[src/rtl/snn_pkg.sv]
// snn_pkg: shared constants and the loader state type for the SNN image path.
//
// Contents:
//   NUM_PIXELS     - image size in 1-bit pixels (a multiple of 8)
//   IMG_BYTES      - bytes per image frame (NUM_PIXELS / 8)
//   PIX_W          - width of pixel addresses and the pixel counter
//   loader_state_t - snn_image_loader FSM states; snn_core bench monitors
//                    also decode this type.
//
// Configuration macro: IMG_CHECKSUM_EN adds the CHECK state.
package snn_pkg;

  localparam int NUM_PIXELS = 784;
  localparam int IMG_BYTES  = NUM_PIXELS / 8;
  localparam int PIX_W      = 10;

  // Encodings are pinned so that external monitors decode states the same
  // way in both build flavours.
  typedef enum logic [2:0] {
    IDLE      = 3'd0,
    UNPACK    = 3'd1,
`ifdef IMG_CHECKSUM_EN
    CHECK     = 3'd2,
`endif
    START     = 3'd3,
    WAIT_DONE = 3'd4
  } loader_state_t;

endpackage

[src/rtl/ram_input_unit.sv]
// ram_input_unit: NUM_PIXELS x 1 synchronous RAM holding one binary image.
//
// Ports:
//   d        in  1      write data
//   wr_addr  in  AW     write address
//   we       in  1      write enable
//   rd_addr  in  AW     read address
//   clk      in  1      clock
//   q        out 1      registered read data (one-cycle latency)
//
// No reset on the array or the read register so that the tools can map it
// onto a block RAM. A read and a write to the same address in the same cycle
// returns the old contents.
module ram_input_unit
  import snn_pkg::*;
#(
  parameter int DEPTH = NUM_PIXELS,
  parameter int AW    = PIX_W
) (
  input  logic          d,
  input  logic [AW-1:0] wr_addr,
  input  logic          we,
  input  logic [AW-1:0] rd_addr,
  input  logic          clk,
  output logic          q
);

  logic mem [DEPTH];

  always_ff @(posedge clk) begin
    if (we) begin
      mem[wr_addr] <= d;
    end
  end

  always_ff @(posedge clk) begin
    q <= mem[rd_addr];
  end

endmodule

[src/rtl/snn_image_loader.sv]
// snn_image_loader: accepts bytes from the UART receiver, unpacks each one
// LSB first into a NUM_PIXELS x 1-bit image RAM, pulses start to snn_core
// once a full frame is stored, then holds off further bytes until core_done.
//
// Ports:
//   clk              in  1      system clock
//   rst_n            in  1      asynchronous active-low reset
//   rx_rdy           in  1      UART has a byte (held until cleared)
//   rx_data          in  8      UART byte
//   clr_rx_rdy       out 1      consume the current byte (one-cycle pulse)
//   addr_input_unit  in  PIX_W  pixel read address from snn_core
//   q_input          out 1      pixel at addr_input_unit, one-cycle latency
//   start            out 1      one-cycle pulse: image ready
//   core_done        in  1      snn_core finished with the image
//   busy             out 1      high from first byte of a frame until core_done
//   frame_err        out 1      one-cycle checksum failure pulse
//
// Configuration macro: IMG_CHECKSUM_EN. When defined, every frame is followed
// by an XOR checksum byte that must match before start is issued; when
// undefined, frame_err is tied low and start follows the last data byte.
module snn_image_loader
  import snn_pkg::*;
(
  input  logic             clk,
  input  logic             rst_n,
  input  logic             rx_rdy,
  input  logic [7:0]       rx_data,
  output logic             clr_rx_rdy,
  input  logic [PIX_W-1:0] addr_input_unit,
  output logic             q_input,
  output logic             start,
  input  logic             core_done,
  output logic             busy,
  output logic             frame_err
);

  localparam logic [PIX_W-1:0] PIX_LIMIT = PIX_W'(NUM_PIXELS);
  localparam logic [PIX_W-1:0] LAST_PIX  = PIX_W'(NUM_PIXELS - 1);

  loader_state_t    state_reg, state_next;
  logic [PIX_W-1:0] pix_cnt_reg, pix_cnt_next;
  logic [2:0]       bit_cnt_reg, bit_cnt_next;
  logic [7:0]       shreg_reg, shreg_next;
  logic             rd_ok_reg;
  logic             ram_we;
  logic             ram_q;
`ifdef IMG_CHECKSUM_EN
  logic [7:0]       xor_reg, xor_next;
`endif

  // State registers.
  always_ff @(posedge clk or negedge rst_n) begin
    if (!rst_n) begin
      state_reg   <= IDLE;
      pix_cnt_reg <= '0;
      bit_cnt_reg <= '0;
      shreg_reg   <= '0;
      rd_ok_reg   <= 1'b0;
`ifdef IMG_CHECKSUM_EN
      xor_reg     <= '0;
`endif
    end else begin
      state_reg   <= state_next;
      pix_cnt_reg <= pix_cnt_next;
      bit_cnt_reg <= bit_cnt_next;
      shreg_reg   <= shreg_next;
      rd_ok_reg   <= (addr_input_unit < PIX_LIMIT);
`ifdef IMG_CHECKSUM_EN
      xor_reg     <= xor_next;
`endif
    end
  end

  // Next-state and output logic.
  always_comb begin
    state_next   = state_reg;
    pix_cnt_next = pix_cnt_reg;
    bit_cnt_next = bit_cnt_reg;
    shreg_next   = shreg_reg;
`ifdef IMG_CHECKSUM_EN
    xor_next     = xor_reg;
`endif
    clr_rx_rdy   = 1'b0;
    start        = 1'b0;
    frame_err    = 1'b0;
    busy         = 1'b1;
    ram_we       = 1'b0;

    case (state_reg)
      IDLE: begin
        // Between bytes of a frame the loader is still busy.
        busy       = (pix_cnt_reg != '0);
        clr_rx_rdy = rx_rdy;
        if (rx_rdy) begin
          shreg_next   = rx_data;
          bit_cnt_next = '0;
          state_next   = UNPACK;
`ifdef IMG_CHECKSUM_EN
          xor_next     = xor_reg ^ rx_data;
`endif
        end
      end

      UNPACK: begin
        // One pixel per cycle, LSB of the byte first.
        ram_we       = 1'b1;
        shreg_next   = {1'b0, shreg_reg[7:1]};
        pix_cnt_next = pix_cnt_reg + PIX_W'(1);
        bit_cnt_next = bit_cnt_reg + 3'd1;
        if (bit_cnt_reg == 3'd7) begin
          if (pix_cnt_reg == LAST_PIX) begin
`ifdef IMG_CHECKSUM_EN
            state_next = CHECK;
`else
            state_next = START;
`endif
          end else begin
            state_next = IDLE;
          end
        end
      end

`ifdef IMG_CHECKSUM_EN
      CHECK: begin
        clr_rx_rdy = rx_rdy;
        if (rx_rdy) begin
          if (rx_data == xor_reg) begin
            state_next = START;
          end else begin
            // Bad frame: drop it and start over at pixel 0.
            frame_err    = 1'b1;
            pix_cnt_next = '0;
            xor_next     = '0;
            state_next   = IDLE;
          end
        end
      end
`endif

      START: begin
        start        = 1'b1;
        pix_cnt_next = '0;
`ifdef IMG_CHECKSUM_EN
        xor_next     = '0;
`endif
        state_next   = WAIT_DONE;
      end

      WAIT_DONE: begin
        // Pending UART bytes wait here; the first is taken in the next IDLE.
        if (core_done) begin
          state_next = IDLE;
        end
      end

      default: begin
        state_next = IDLE;
      end
    endcase
  end

  ram_input_unit #(
    .DEPTH(NUM_PIXELS),
    .AW   (PIX_W)
  ) u_ram (
    .d      (shreg_reg[0]),
    .wr_addr(pix_cnt_reg),
    .we     (ram_we),
    .rd_addr(addr_input_unit),
    .clk    (clk),
    .q      (ram_q)
  );

  // Both terms are registered on the same edge: out-of-range addresses read
  // as 0, and the pixel output is 0 straight out of reset.
  assign q_input = ram_q & rd_ok_reg;

endmodule

[config.mk]
export PLATFORM = sky130hd
export DESIGN_NAME = snn_image_loader
export DESIGN_NICKNAME = d
export VERILOG_FILES = /design/src/rtl/snn_pkg.sv /design/src/rtl/ram_input_unit.sv /design/src/rtl/snn_image_loader.sv
export SDC_FILE = /design/constraint.sdc
export NUM_CORES = 1
export LEC_CHECK = 0
export CAP_MARGIN = 25
export CORE_ASPECT_RATIO = 0.75
export CORE_UTILIZATION = 25
export DETAILED_ROUTE_END_ITERATION = 12
export RECOVER_POWER = 50
export SYNTH_ARGS = -nofsm -noshare
export SYNTH_HDL_FRONTEND = slang
export SYNTH_SLANG_ARGS = --single-unit
[constraint.sdc]
create_clock -name clk -period 11.9 [get_ports clk]
set_input_delay 3.57 -clock clk [delete_from_list [all_inputs] [get_ports clk]]
set_output_delay 3.57 -clock clk [all_outputs]
set_load 0.02 [all_outputs]
==> metrics.md, run 1 <==
| Metric | Value |
|---|---|
| Status | `finished with violations` |
| Failing checks | `capacitance limit, slew limit` |
| Most frequent cells in the layout | `nor2_1, edfxtp_1, mux4_2` |
| CP startpoint kind | `primary input` |
| Sequential share of the synthesized area | `0.682` |
| Routed len/inst | `22.3 um` |
| Unrepaired setup endpoints after global routing | `no` |
| Crit path to | `clr_rx_rdy` |
| Worst Setup End Kind | `output port` |
| Clock tree from TritonCTS | `yes` |
| Net count after synthesis | `2519` |
| Post-synth EDFFs | `784` |
| Die width | `437 um` |
| Die height | `328 um` |
| Hold Path Cell Cnt | `2` |
| Setup violators final | `0` |
| Ports | `27` |
| Vias after detailed routing | `21200` |
| Final Critical Period | `8.66 ns` |
| Static leakage | `11.8 nW` |
| Max-slew violations | `861` |
| Worst R2R Setup Slack | `3.26 ns` |
| Fin Clk Skew | `0.0200 ns` |
| Via-per-instance ratio | `4.85` |
| Fill cells | `14200` |
| Post-Synthesis Cells | `2491` |
| Nets | `2474` |
| CTS Root Cell | `clkbuf_16` |
| Synth top area share | `0.664` |
| Syn_area_per_cell | `14.2 sq um` |
| Reg-to-Reg Start | `shreg_reg[0]$_DFFE_PN0P_` |
| Worst Path Max Fanout | `13` |
| Area Overhead vs Synth | `13.6%` |
| Global route overflow | `0` |
| ANT cells | `0` |
| Crit share post-route | `0.728` |
| Clock buffer count from CTS | `81` |
| Netlist cell types | `65` |
| Vias in the first global route | `20600` |
| #FFs+latches synth | `810` |
| Async set-reset flop share out of synthesis | `0.0309` |
| Pin count of the biggest net entering global routing | `280` |
| GRT Resource Usage Total | `0.134` |
| Die Area | `143000 sq um` |
| Max transition margin | `-1.61` |
| Core ar. | `141000 sq um` |
| Max-Cap Viols | `28` |
| Drt total wl | `97600 um` |
| RePlAce Congestion | `0.782` |
| Reg2reg end | `u_ram.mem[593]$_DFFE_PP_` |
| DR pass1 iterations | `7` |
| IO buf count | `25` |
| Global-route wire length before repair | `142000 um` |
| Hold Buf Count CTS | `0` |
| Clk buf depth | `3` |
| Hold WC Path Type | `flip-flop to flip-flop` |
| Final TNS setup | `0 ns` |
| Num rows | `119` |
| Dpl hpwl | `52900 um` |
| Hold violation total from the final report | `0` |
| Sink Count | `810` |
| Worst setup startpoint | `rx_rdy` |
| # H-tree levels | `3` |
| CP Data Required Time | `8.33 ns` |
| Largest register FFs | `784` |
| Peak VDD IR | `188 uV` |
| Clock-pin transition on the worst setup and hold timing paths | `0.06 ns` |
| Fraction of layout cells with a size suffix above 1 | `0.149` |
| Core utilization of the finished layout | `0.286` |
| PostCTS Resize Cnt | `0` |
| WS Path Type | `primary input to output port` |
| Antenna violation net count after detailed routing | `0` |
| Worst-margin pin slew | `3.92 ns` |
| DRC viols | `0` |
| Placed Area | `37900 sq um` |
| Most common cell after layout, fill and taps aside | `nor2_1` |
| WP data arrival | `5.09 ns` |
| Detailed Route Iter0 Violations | `2638` |
| Main area contributors after synthesis | `edfxtp_1, mux4_2, nor2_1` |
| Power per cell area | `180 nW/um^2` |
| Post-synth top flop | `edfxtp_1` |
| Starting density of the core | `0.252` |
| Post-route cell area | `40300 sq um` |
| Post-CTS setup buffer count | `0` |
| F_max | `0.116 GHz` |
| Clk_lat worst skew | `0.64 ns` |
| Initial antenna violation count | `1` |
| Yosys Warn Count | `0` |
| Mapped Area | `35400 sq um` |
| Yosys top cell by area | `edfxtp_1` |
| Reg2Reg Depth | `3` |
==> cell usage after synthesis, drive strengths merged, types with 5 or more instances <==
cell type	n
a211oi	5
a21oi	19
or2	13
mux2	11
clkbuf	180
o21ai	28
edfxtp	784
and2	7
nand2	93
o221ai	5
o22ai	14
nor2	825
nand3	44
dfrtp	25
inv	9
nor3	11
nand2b	7
a221oi	10
a31oi	9
buf	52
a22oi	18
mux2i	43
mux4	193
nor2b	18
ha	6
==> power by group <==
group,switching [mW],internal (mW)
Sequential,0.0812,3.62
Clock,1.10,1.34
Combinational,0.899,0.214
==> cells by family after synthesis <==
| group | share of synthesized area |
|---|---|
| DFF | 0.682 |
| buffers and inverters | 0.0310 |
| and+or+nand+nor | 0.118 |
| xor gates and xnor gates | 0.000247 |
| adders and majority gates | 0.00212 |
| AOI/OAI and AO/OA | 0.0277 |
| muxes | 0.138 |
| other | 0.000106 |
==> layout make-up <==
type / count / area, sq um / area share
Tap cell: 1875 / 2350 / 0.0583
Clock inverter: 41 / 283 / 0.00702
Sequential cell: 810 / 24200 / 0.601
Timing Repair Buffer: 104 / 1120 / 0.0277
Multi-Input combinational cell: 1440 / 10200 / 0.252
Inverter: 9 / 33.8 / 0.000839
Clock buffer: 98 / 2130 / 0.0530
==> worst min path at each step <==
stage                     slack (ns)                startpoint                  endpoint
after floorplan                 0.47  shreg_reg[1]$_DFFE_PN0P_  shreg_reg[1]$_DFFE_PN0P_
after global placement          0.48  shreg_reg[2]$_DFFE_PN0P_  shreg_reg[2]$_DFFE_PN0P_
after detailed placement        0.49  shreg_reg[2]$_DFFE_PN0P_  shreg_reg[2]$_DFFE_PN0P_
after CTS                       0.50  shreg_reg[1]$_DFFE_PN0P_  shreg_reg[1]$_DFFE_PN0P_
after global routing            0.53  shreg_reg[4]$_DFFE_PN0P_  shreg_reg[4]$_DFFE_PN0P_
final                           0.50  shreg_reg[1]$_DFFE_PN0P_  shreg_reg[1]$_DFFE_PN0P_
==> per-layer routing <==
layer | vias up | GRT usage | share of wire
met2 | 913 | 0.199 | 0.44
met3 | 138 | 0.0452 | 0.11
met5 | - | 0 | 0
li1 | 9049 | - | -
met4 | 0 | 0.0347 | 0.021
met1 | 11100 | 0.188 | 0.43
==> worst max-delay path, cell delays in order <==
cell and delay, ns:
clkdlybuf4s50_1 0.48, nand2_1 0.26, inv_1 0.16, clkdlybuf4s50_1 0.61
==> stage by stage <==
step / instances / setup slack, ns / hold slack (ns) / power (mW)
6_report: 4377 / 3.24 / 0.496 / 7.25
5_1_grt: 4377 / 2.52 / 0.533 / 7.48
4_1_cts: 4373 / 3.23 / 0.501 / 7.25
3_5_place_dp: 4234 / 3.24 / 0.486 / 4.84
3_3_place_gp: 4217 / 3.23 / 0.481 / 4.81
2_1_floorplan: 2491 / 0.731 / 0.467 / 4.65
Power figures use the tool's default switching activity.
==> run 2: changes to the inputs <==
clock period = 7.4 ns   (was 11.9 ns; I/O delays follow)
==> run 2 against run 1 <==
The flow still finishes with violations (capacitance limit, slew limit). Highest routed layer unchanged. Cell count is 0.21% higher. Register-to-register slack got worse by 1.6 ns. Cell area is essentially flat. Routed wire length grew 0.43%. Global-route usage hardly changed. Via count is 1.0% higher. Sequential cell count stayed put. Critical path depth unchanged. Utilization about the same. Power grew 61%.
==> metrics.md, run 2 (same netlist as run 1, synthesis figures left out) <==
| Metric | Value |
|---|---|
| Die Area | `143000 sq um (unchanged)` |
| Unrepaired setup endpoints after global routing | `no` |
| Post-route cell area | `40300 sq um (about the same)` |
| Final Critical Period | `5.95 ns` |
| Ports | `27 (unchanged)` |
| Max-slew violations | `779 (-9.5%)` |
| Fin Clk Skew | `0.0224 ns (+0.00240 ns)` |
| Max transition margin | `-2.15 (-0.540)` |
| Met2 usage | `0.203 (+0.00434)` |
| Routed len/inst | `22.3 um (+0.22%)` |
| Detailed Route Iter0 Violations | `2892 (+9.6%)` |
| Largest stage delay on the critical path | `0.62 ns (about the same)` |
| F_max | `0.168 GHz` |
| CP Data Required Time | `5.18 ns (-3.15 ns)` |
| Max-Cap Viols | `6 (-79%)` |
| Clk buf depth | `3 (unchanged)` |
| Peak VDD IR | `222 uV (+18%)` |
| Static leakage | `11.8 nW (+0.38%)` |
| Starting density of the core | `0.252 (unchanged)` |
| Die width | `437 um (unchanged)` |
| Core utilization of the finished layout | `0.287 (about the same)` |
| GR Layer Usage met3 | `0.0310 (-0.0142)` |
| Pin count of the biggest net entering global routing | `274 (-2.1%)` |
| Worst-margin pin slew | `4.73 ns (+0.809 ns)` |
| Setup violators final | `0 (unchanged)` |
| WP data arrival | `3.73 ns (-1.36 ns)` |
| # H-tree levels | `3 (unchanged)` |
| Clock tree from TritonCTS | `yes` |
| Reg-to-Reg Start | `shreg_reg[0]$_DFFE_PN0P_` |
| Vias in the first global route | `20600 (-0.019%)` |
| Antenna violation net count after detailed routing | `0 (unchanged)` |
| Fin Hold WS | `0.500 ns (+0.00381 ns)` |
| Sink Count | `810 (unchanged)` |
| Worst Setup End Kind | `output port` |
| CP startpoint kind | `primary input` |
| Area Overhead vs Synth | `13.6% (about the same)` |
| Clk_lat worst skew | `0.65 ns (about the same)` |
| Clock buffer count from CTS | `78 (-3.7%)` |
| Clock-pin transition on the worst setup and hold timing paths | `0.06 ns (about the same)` |
| Die height | `328 um (unchanged)` |
| Nets | `2481 (+0.28%)` |
| Most common cell after layout, fill and taps aside | `nor2_1` |
| WS Path Type | `primary input to output port` |
| Drt total wl | `98000 um (+0.43%)` |
| Total power | `11.7 mW (+61%)` |
| Slowest cell on crit path | `clkdlybuf4s50_1` |
| ANT cells | `0 (unchanged)` |
| DR pass1 iterations | `5 (-2)` |
| IO buf count | `25 (unchanged)` |
| Largest register FFs | `784 (unchanged)` |
| Worst R2R Setup Slack | `1.61 ns (-1.65 ns)` |
| DRC viols | `0 (unchanged)` |
| Vias after detailed routing | `21500 (+1.0%)` |
| CP cell instances | `clkdlybuf4s50_1 > nand2_1 > inv_1 > clkdlybuf4s50_1` |
| Crit share post-route | `0.805` |
| Hold violation total from the final report | `0 (unchanged)` |
| CTS Root Cell | `clkbuf_16` |
| Worst Path Max Fanout | `13 (unchanged)` |
| Hold Path Cell Cnt | `2 (unchanged)` |
| DP Worst Slack | `1.45 ns (-1.80 ns)` |
| Final Worst Setup Slack | `1.45 ns (-1.80 ns)` |
| Final TNS setup | `0 ns (unchanged)` |
| Core ar. | `141000 sq um (unchanged)` |
| Failing checks | `capacitance limit, slew limit` |
| GRT Resource Usage Total | `0.135 (+0.000472)` |
| Initial antenna violation count | `1 (unchanged)` |
| Via-per-instance ratio | `4.89 (+0.82%)` |
| Hold WC Path Type | `flip-flop to flip-flop` |
| Power per cell area | `290 nW/um^2 (+61%)` |
| Beginning of the worst hold path | `shreg_reg[1]$_DFFE_PN0P_` |
| Crit path max-delay family | `buffers and inverters` |
| Hold Buf Count CTS | `0 (unchanged)` |
| Most frequent cells in the layout | `nor2_1, edfxtp_1, mux4_2` |
| DP Cell Count | `4244 (+0.24%)` |
| Dpl hpwl | `54500 um (+3.0%)` |
| Met1 Usage GRT | `0.196 (+0.00821)` |
| Reg2reg end | `u_ram.mem[524]$_DFFE_PP_` |
| Hold endpoint | `shreg_reg[1]$_DFFE_PN0P_` |
| Top Usage Layer GRT | `met2` |
| Global-route wire length before repair | `143000 um (+1.1%)` |
| RePlAce Congestion | `0.778 (-0.56%)` |
| Num rows | `119 (unchanged)` |
| Post-CTS setup buffer count | `0 (unchanged)` |
| Crit path top cell by count | `clkdlybuf4s50_1` |
| Status | `finished with violations` |
| Fraction of layout cells with a size suffix above 1 | `0.157 (+0.00783)` |
| Fin cells | `4386 (+0.21%)` |
| Reg2Reg Depth | `2 (-1)` |
| Global route overflow | `0 (unchanged)` |
| PostCTS Resize Cnt | `0 (unchanged)` |
| Crit path buf inv count | `3 (unchanged)` |
| Placed Area | `37900 sq um (about the same)` |
## run 2: tightest hold or removal path, cell delays in order (launching register included)
cell     delay, ns
dfrtp_1       0.34
nor2_1        0.05
nor2_1        0.07
## run 2: where the power goes
| part | internal (mW) | switching [mW] |
|---|---|---|
| clock | 2.07 | 1.73 |
| combinational | 0.335 | 1.45 |
| sequential | 5.96 | 0.114 |
| total | 8.36 | 3.30 |
## run 2: how the worst max path moves through the flow
stage                                           to                startpoint  cells past startpoint
after floorplan             u_ram.mem[0]$_DFFE_PP_  shreg_reg[0]$_DFFE_PN0P_                      0
after global placement                  clr_rx_rdy                    rx_rdy                      4
after detailed placement                clr_rx_rdy                    rx_rdy                      4
after CTS                               clr_rx_rdy                    rx_rdy                      4
after global routing      u_ram.mem[524]$_DFFE_PP_  shreg_reg[0]$_DFFE_PN0P_                      2
final                                   clr_rx_rdy                    rx_rdy                      4
## run 2: area by class of cell
class | count | area (sq um)
Sequential cell | 810 | 24200
Inverter | 9 | 33.8
Tap cell | 1875 | 2350
Timing Repair Buffer | 114 | 1220
Clock buffer | 107 | 2110
Multi-Input combinational cell | 1440 | 10200
Clock inverter | 31 | 215
Fill cell | 14300 | 100000
## run 2: routing by layer
metal / part of all wire / wire length (um)
met5: 0 / 0
met4: 0.019 / 1890
met3: 0.098 / 9640
met2: 0.45 / 43800
met1: 0.44 / 42700
